**config.mk**
```make
export PLATFORM = sky130hd
export DESIGN_NAME = accum_tile_scheduler
export DESIGN_NICKNAME = d
export VERILOG_FILES = /design/src/rtl/accum_tile_scheduler.sv
export SDC_FILE = /design/constraint.sdc
export NUM_CORES = 1
export LEC_CHECK = 0
export BUFFER_PORTS_ARGS = -buffer_cell sky130_fd_sc_hd__buf_2
export CORE_AREA = 2 2 98 100
export DETAILED_ROUTE_END_ITERATION = 10
export DIE_AREA = 0 0 100 102
export PLACE_DENSITY = 0.7
export SKIP_CTS_REPAIR_TIMING = 1
export SLEW_MARGIN = 20
export SYNTH_ARGS = -nofsm -noshare
export SYNTH_HDL_FRONTEND = slang
export SYNTH_SLANG_ARGS = --single-unit
```
**constraint.sdc**
```tcl
create_clock -name clk -period 3.7 [get_ports clk]
set_clock_uncertainty 0.2 [all_clocks]
set_input_delay 0.74 -clock clk [delete_from_list [all_inputs] [get_ports clk]]
set_output_delay 0.74 -clock clk [all_outputs]
set_load 0.005 [all_outputs]
```
**src/rtl/accum_tile_scheduler.sv**
```systemverilog
// rtl/accum_tile_scheduler.sv - ping-pong output accumulator sequencer for one job of output tiles
//
// Steers cfg_ktiles partial-sum tiles from the PE array into one accumulator
// buffer per output tile, offers each full buffer to the output writer and
// recycles it once the writer reports drain_done. Buffers are used round-robin.
//
// Ports
//   clk, rst_n              clock (rising edge), asynchronous active-low reset
//   cfg_valid/cfg_ready     job descriptor handshake (ready only while idle)
//   cfg_ktiles, cfg_ntiles  k-tiles per output tile (0 means 1), output tiles per job
//   ps_valid/ps_ready       partial-sum tile handshake from the PE array
//   acc_en, acc_clear       accumulate strobe; clear marks the first k-tile (overwrite)
//   acc_buf                 buffer targeted by acc_en
//   wb_valid/wb_ready       writeback request/accept for buffer wb_buf
//   wb_buf                  buffer offered for writeback
//   drain_done              pulse: oldest draining buffer has been read out
//   busy                    a job is in progress
//   done                    one-cycle pulse when the job is finished and drained
//   err                     sticky: drain_done with nothing draining; cleared on job accept

module accum_tile_scheduler #(
  parameter int NBUF  = 2,
  parameter int BUF_W = $clog2(NBUF),
  parameter int KT_W  = 8,
  parameter int NT_W  = 16
) (
  input  logic             clk,
  input  logic             rst_n,
  input  logic             cfg_valid,
  output logic             cfg_ready,
  input  logic [KT_W-1:0]  cfg_ktiles,
  input  logic [NT_W-1:0]  cfg_ntiles,
  input  logic             ps_valid,
  output logic             ps_ready,
  output logic             acc_en,
  output logic             acc_clear,
  output logic [BUF_W-1:0] acc_buf,
  output logic             wb_valid,
  input  logic             wb_ready,
  output logic [BUF_W-1:0] wb_buf,
  input  logic             drain_done,
  output logic             busy,
  output logic             done,
  output logic             err
);

  typedef enum logic [1:0] {S_IDLE, S_ACCUM, S_WAIT_BUF, S_FLUSH} state_t;
  typedef enum logic [1:0] {B_FREE, B_FILLING, B_FULL, B_DRAINING} bstate_t;

  state_t           state, state_n;
  bstate_t          buf_st   [NBUF];
  bstate_t          buf_st_n [NBUF];
  logic [BUF_W-1:0] fill_ptr, fill_ptr_n, wb_ptr, wb_ptr_n, drain_ptr, drain_ptr_n;
  logic [BUF_W-1:0] fill_nxt;
  logic [KT_W-1:0]  k_cnt, k_cnt_n, ktiles_q, ktiles_n;
  logic [NT_W-1:0]  tile_cnt, tile_cnt_n, ntiles_q, ntiles_n, tile_inc;
  logic             err_n;
  logic             all_free;
  logic             last_k;
  logic             wb_fire;

  // NBUF is a power of two, so pointer increments wrap naturally.
  assign fill_nxt = fill_ptr + 1'b1;
  assign tile_inc = tile_cnt + 1'b1;
  assign last_k   = (k_cnt == ktiles_q - 1'b1);

  assign cfg_ready = (state == S_IDLE);
  assign busy      = (state != S_IDLE);
  assign ps_ready  = (state == S_ACCUM);
  assign acc_en    = ps_valid & ps_ready;
  assign acc_clear = acc_en & (k_cnt == '0);
  assign acc_buf   = fill_ptr;
  // Decoded purely from flops: stays stable until the writer accepts, because
  // wb_ptr and the FULL state only change on the handshake itself.
  assign wb_valid  = (state != S_IDLE) && (buf_st[wb_ptr] == B_FULL);
  assign wb_buf    = wb_ptr;
  assign wb_fire   = wb_valid & wb_ready;
  assign done      = (state == S_FLUSH) && all_free;

  always_comb begin
    all_free = 1'b1;
    for (int i = 0; i < NBUF; i++) begin
      if (buf_st[i] != B_FREE) all_free = 1'b0;
    end
  end

  always_comb begin
    state_n     = state;
    fill_ptr_n  = fill_ptr;
    wb_ptr_n    = wb_ptr;
    drain_ptr_n = drain_ptr;
    k_cnt_n     = k_cnt;
    tile_cnt_n  = tile_cnt;
    ktiles_n    = ktiles_q;
    ntiles_n    = ntiles_q;
    err_n       = err;
    for (int i = 0; i < NBUF; i++) buf_st_n[i] = buf_st[i];

    case (state)
      S_IDLE: begin
        if (cfg_valid) begin
          ktiles_n    = (cfg_ktiles == '0) ? KT_W'(1) : cfg_ktiles;
          ntiles_n    = cfg_ntiles;
          err_n       = 1'b0;
          fill_ptr_n  = '0;
          wb_ptr_n    = '0;
          drain_ptr_n = '0;
          k_cnt_n     = '0;
          tile_cnt_n  = '0;
          if (cfg_ntiles == '0) begin
            state_n = S_FLUSH;
          end else begin
            buf_st_n[0] = B_FILLING;
            state_n     = S_ACCUM;
          end
        end
      end
      S_ACCUM: begin
        if (acc_en) begin
          if (last_k) begin
            buf_st_n[fill_ptr] = B_FULL;
            k_cnt_n            = '0;
            tile_cnt_n         = tile_inc;
            fill_ptr_n         = fill_nxt;
            if (tile_inc == ntiles_q) begin
              state_n = S_FLUSH;
            end else if (buf_st[fill_nxt] == B_FREE) begin
              // Claim the next buffer on the same edge so the PE stream sees no bubble.
              buf_st_n[fill_nxt] = B_FILLING;
            end else begin
              state_n = S_WAIT_BUF;
            end
          end else begin
            k_cnt_n = k_cnt + 1'b1;
          end
        end
      end
      S_WAIT_BUF: begin
        // fill_ptr already points at the wanted buffer; only its registered state counts.
        if (buf_st[fill_ptr] == B_FREE) begin
          buf_st_n[fill_ptr] = B_FILLING;
          state_n            = S_ACCUM;
        end
      end
      S_FLUSH: begin
        if (all_free) state_n = S_IDLE;
      end
      default: state_n = S_IDLE;
    endcase

    // The filling, full and draining buffers are always distinct, so these
    // updates never target the same entry as the fill-side updates above.
    if (wb_fire) begin
      buf_st_n[wb_ptr] = B_DRAINING;
      wb_ptr_n         = wb_ptr + 1'b1;
    end

    if (drain_done) begin
      if (buf_st[drain_ptr] == B_DRAINING) begin
        buf_st_n[drain_ptr] = B_FREE;
        drain_ptr_n         = drain_ptr + 1'b1;
      end else begin
        err_n = 1'b1;
      end
    end
  end

  always_ff @(posedge clk or negedge rst_n) begin
    if (!rst_n) begin
      state     <= S_IDLE;
      fill_ptr  <= '0;
      wb_ptr    <= '0;
      drain_ptr <= '0;
      k_cnt     <= '0;
      tile_cnt  <= '0;
      ktiles_q  <= '0;
      ntiles_q  <= '0;
      err       <= 1'b0;
      for (int i = 0; i < NBUF; i++) buf_st[i] <= B_FREE;
    end else begin
      state     <= state_n;
      fill_ptr  <= fill_ptr_n;
      wb_ptr    <= wb_ptr_n;
      drain_ptr <= drain_ptr_n;
      k_cnt     <= k_cnt_n;
      tile_cnt  <= tile_cnt_n;
      ktiles_q  <= ktiles_n;
      ntiles_q  <= ntiles_n;
      err       <= err_n;
      for (int i = 0; i < NBUF; i++) buf_st[i] <= buf_st_n[i];
    end
  end

endmodule

```
==> Yosys cells after proc, flatten, opt, wreduce, memory -nomap -nowiden <==
Cells that the tools add are included.
{ "totals": {"ramBits": 0, "rom_bits": 0, "output_inout_bits": 10, "elab_cells": 146, "n_memories": 0, "latch_bits": 0, "regBits": 58, "inputBits": 30} }
{ "op_classes": {"n_lt_le_gt_ge": 8, "div": 0, "n_mux": 66, "n_bitwise": 19, "shifts": 0, "reduce_logical": 23, "n_eq_ne": 13, "n_addsub": 6, "multipliers": 0} }
{ "op_table": {"columns": ["operator", "count"], "rows": [
  ["2-to-1 mux 2 bit", 26],
  ["2-to-1 mux 16 bit", 3],
  ["2-to-1 mux 4 bit", 8],
  ["2-to-1 mux 8 bit", 4],
  ["case mux 16 bit (2 select lines)", 1],
  ["adder 16 x 1 -> 16 bit, second input constant", 1],
  ["== test 16 bit", 1],
  ["logical NOT 16 bit", 1],
  ["logical NOT 8 bit", 2],
  ["case mux 8 bit (2 select lines)", 1],
  ["2-to-1 mux 1 bit", 15],
  ["nonzero test 2 bit", 6],
  ["adder 8 x 1 -> 8 bit, second input constant", 1],
  ["demux 2 bit (select 1 bit)", 4],
  ["== test 2 bit, second input constant", 4],
  ["== test 8 bit", 1],
  ["greater-or-equal comparator 2 bit, second input constant", 4],
  ["less-than comparator 2 x 1 -> 1 bit, second input constant", 4],
  ["inverter 1 -> 2 bit", 4],
  ["case mux 2 bit (4 select lines)", 1],
  ["subtractor 8 x 1 -> 8 bit, second input constant", 1],
  ["AND 2 bit", 3],
  ["logical AND 1 bit", 6],
  ["logical NOT 2 bit", 3],
  ["18 further kinds", 30]
]} }

==> Depth between registers and ports, before layout <==
{ "logic_depth": {"word_depth": 18, "ltp_mapped": 11, "ltp_nobuf": 10} }

==> Worst setup path after synthesis <==
No wires, ideal clock.
{ "synth_timing": {"path_type": "reg2reg", "start": "register tile_cnt[0]", "end": "register buf_st[2] (netlist name)", "setup_time_ns": 0.082, "slack_ns": 1.111, "arrival_time_ns": 2.308, "required_ns": 3.418, "path_stages_with_launch": 10, "period_less_slack_ns": 2.589, "n_path_buf": 0, "path_cell_list": "dfrtp_1 -> ha_1 -> nand3_2 -> nor4_4 -> mux2i_1 -> mux2i_1 -> a21oi_1 -> or3_1 -> or4b_1 -> a31oi_1"} }
{ "synth_rtl": {"columns": ["element", "line_no", "rtl"], "rows": [
  ["from (decl)", "56", "logic [NT_W-1:0] tile_cnt, tile_cnt_n, ntiles_q, ntiles_n, tile_inc;"],
  ["from (signal assigned)", "186", "tile_cnt <= tile_cnt_n;"],
  ["to (decl)", "51", "bstate_t buf_st [NBUF];"]
]} }

==> Worst setup path after layout <==
{ "layout_timing": {"start": "register state[1]", "end": "output acc_clear"} }
{ "layout_via": {"elab_chain_cells": 3} }
{ "layout_lines": {"columns": ["element", "line_no", "rtl"], "rows": [
  ["from (decl)", "50", "state_t state, state_n;"],
  ["from (signal assigned)", "181", "state <= state_n;"],
  ["== test 2 x 1 -> 1 bit", "69", "assign ps_ready = (state == S_ACCUM);"],
  ["AND 1 bit", "70", "assign acc_en = ps_valid & ps_ready;"],
  ["AND 1 bit", "71", "assign acc_clear = acc_en & (k_cnt == '0);"],
  ["to (decl)", "36", "output logic acc_clear,"]
]} }
No other way between the ends.

==> reports/summary.txt <==
R2R setup slack = 0.69 ns
Cells after Synth = 447
Placer Congestion = 0.891
crit path capture type = output port
root buf cell = clkbuf_8
#FFs+latches synth = 58
Sw Pwr = 1.24 mW
Max Slew Vio Count = 0
First-pass DRT Iterations = 5
# DRC = 0
power density cells = 677 nW/um2
Routed Antenna Nets = 0
static leakage = 1.92 nW
register area share after synthesis = 0.360
Final setup viols = 0
Max Fanout on Critical Path = 11
total gr overflow = 0
IO Pins = 40
kind of critical path = reg -> out
DR iter-0 viols = 303
die width = 100 um
first-pass GRT wire length = 16400 um
Post-synth EDFFs = 0
Worst R2R Start = tile_cnt[0]$_DFFE_PN0P_
routed vias = 3481
GRT Util Overall = 0.204
top area cells in the synthesized netlist = dfrtp_1 (36%), mux2_2 (7.5%), mux2i_1 (5.0%)
pin count of the biggest net entering global routing = 47
syn nets = 485
Seq pwr share = 0.334
total wire length = 9620 um
worst reg2reg endpoint = buf_st[2]$_DFF_PN0_
clock slew at reported path FFs = 0.08 ns
layout cells sized above 1 = 0.215
Most used DFF post-synth = dfrtp_1
Worst Path Arrival = 2.11 ns
Max-slew headroom = 0.588
vias in the first global route = 3332
synthesis-to-finish area growth = 12.5%
Worst R2R Path Depth = 9
Core Area = 9110 um2
Max stage delay on crit path = 0.44 ns
Sw Ratio = 0.406
row count = 35
max-cap violation count = 0
worst slew pin tran = 0.618 ns
final hold vios = 0
clock sinks = 58
status = finished clean
antenna violations before repair = 0
Critical-path top delay cell = dfrtp_1
WL/cell = 16.2 um
count leader, synth = dfrtp_1
Tmin final = 3.05 ns
Worst EP required = 2.76 ns
Netlist cell types = 65
Logic pwr share = 0.446
CTS Buf Count = 9
crit-path most repeated cell = inv_1
clock power share = 0.220
IO buf count = 39
fill count = 840
die area = 10200 um2
worst min-delay path class = in -> async
async set-or-reset flop fraction in the synthesized netlist = 1.00
Final Cycle Share = 0.823
CTS tree = yes
largest area contributor in the netlist = dfrtp_1
Setup WS post-layout = 0.653 ns
post-DP HPWL = 6990 um
Ant. Diodes = 0
htree depth = 3
Fin Setup TNS = 0 ns
syn avg cell area = 9.01 um2
pre-CTS setup slack = 0.695 ns
cells along the critical path = inv_1, ha_1, inv_1, nor2_1, nand2_1, nor4_1, buf_2
Max Fclk = 328 MHz
NumNets Final = 517
Post-Syn Area = 4030 um2
Via-to-Cell Ratio = 5.85
Die Y = 102 um
RSZ-0062 raised after global routing = false
CTS max path bufs = 2
most common library cells after synthesis = dfrtp_1 (58), nor2_1 (43), nand2_1 (32)
starting density of the core = 0.442
peak supply drop = 0.311 mV
Power Internal = 1.82 mW
Critical Path Start = state[1]$_DFFE_PN0P_
CP Launch Type = flip-flop
Clock Latency Late Sink = 0.34 ns
synth warn = 0
post-synth top area share = 0.360
## cell usage in the layout (no fill, tap or decap), types with 4 or more instances in the layout
master	synthesis	final
mux2i_1	20	20
nor2b_1	8	8
nor3_1	9	9
nand4_1	6	6
dfrtp_1	58	58
nand3_1	20	20
buf_4	2	9
a22o_1	4	4
and2_1	7	7
nor2_1	43	43
o21ai_0	17	17
a31oi_1	10	10
buf_2	7	38
xnor2_1	19	19
or3_1	5	5
xor2_1	8	8
a21oi_1	26	26
inv_1	15	15
nor4_1	11	11
clkbuf_8	0	10
nand2_1	32	32
mux2_2	27	27
nand2b_1	6	6
ha_1	8	8
o22ai_1	4	4
## flip-flops by register name, summed over array words and instances, names as in the netlist
name and cells:
tile_cnt 16, state 2, wb_buf 1, ktiles_q 8, acc_buf 1, buf_st 4, k_cnt 8, ntiles_q 16
drain_ptr 1, err 1
## layer usage
layer | track usage | share of wire | vias up
met2 | 0.348 | 0.49 | 100
met4 | 0.0611 | 0.012 | 0
li1 | - | - | 1689
met1 | 0.265 | 0.46 | 1685
met5 | 0 | 0 | -
met3 | 0.0397 | 0.042 | 7
## power by group through the flow
stage	registers (mW)	clock network [mW]	logic [mW]
2_1_floorplan	0.966	0	1.03
3_3_place_gp	1.03	0	1.32
3_5_place_dp	1.04	0	1.36
4_1_cts	1.02	0.697	1.37
5_1_grt	1.05	0.722	1.53
6_report	1.02	0.675	1.37
## final cells by class
cell class	count	area, um2	area share
clock inverter	6	90.1	0.0199
inverter	15	56.3	0.0124
clock buffer	10	138	0.0304
multi-input combinational	348	2400	0.529
timing repair buffer	47	258	0.0569
sequential	58	1450	0.320
tap	111	139	0.0307
## worst max-delay path: cells and delay by family (launching register included)
kind,cells,cell delay (ns)
buf+inv,3,0.46
fa+ha+maj,1,0.19
simple gates,3,0.68
flops,1,0.44
## logic make-up after synthesis
| kind of cell | Yosys count | share of synthesized area |
|---|---|---|
| DFF | 58 | 0.360 |
| and+or+nand+nor | 176 | 0.240 |
| xor gates and xnor gates | 27 | 0.0587 |
| muxes | 47 | 0.125 |
| buffers and inverters | 41 | 0.0441 |
| AOI/OAI and AO/OA | 90 | 0.147 |
| adders and majority gates | 8 | 0.0249 |
## how the worst max path moves through the flow
stage / endpoint / slack (ns) / depth (start not counted)
after floorplan: buf_st[2]$_DFF_PN0_ / 1.11 / 9
after global placement: buf_st[2]$_DFF_PN0_ / 0.76 / 9
after CTS: acc_clear / 0.66 / 7
after global routing: acc_clear / 0.35 / 7
final: acc_clear / 0.65 / 7
after detailed placement: buf_st[2]$_DFF_PN0_ / 0.70 / 9
## stage by stage
| stage | utilization | total power, mW | hold slack [ns] | cells | area [um2] |
|---|---|---|---|---|---|
| 5_1_grt | 0.497 | 3.30 | 0.250 | 595 | 4530 |
| 4_1_cts | 0.497 | 3.09 | 0.308 | 595 | 4530 |
| 3_5_place_dp | 0.472 | 2.40 | 0.288 | 579 | 4300 |
| 3_3_place_gp | 0.472 | 2.35 | 0.282 | 579 | 4300 |
| 6_report | 0.497 | 3.07 | 0.202 | 595 | 4530 |
| 2_1_floorplan | - | 2.00 | 0.244 | 447 | 4030 |
(Power assumes the default switching activity.)
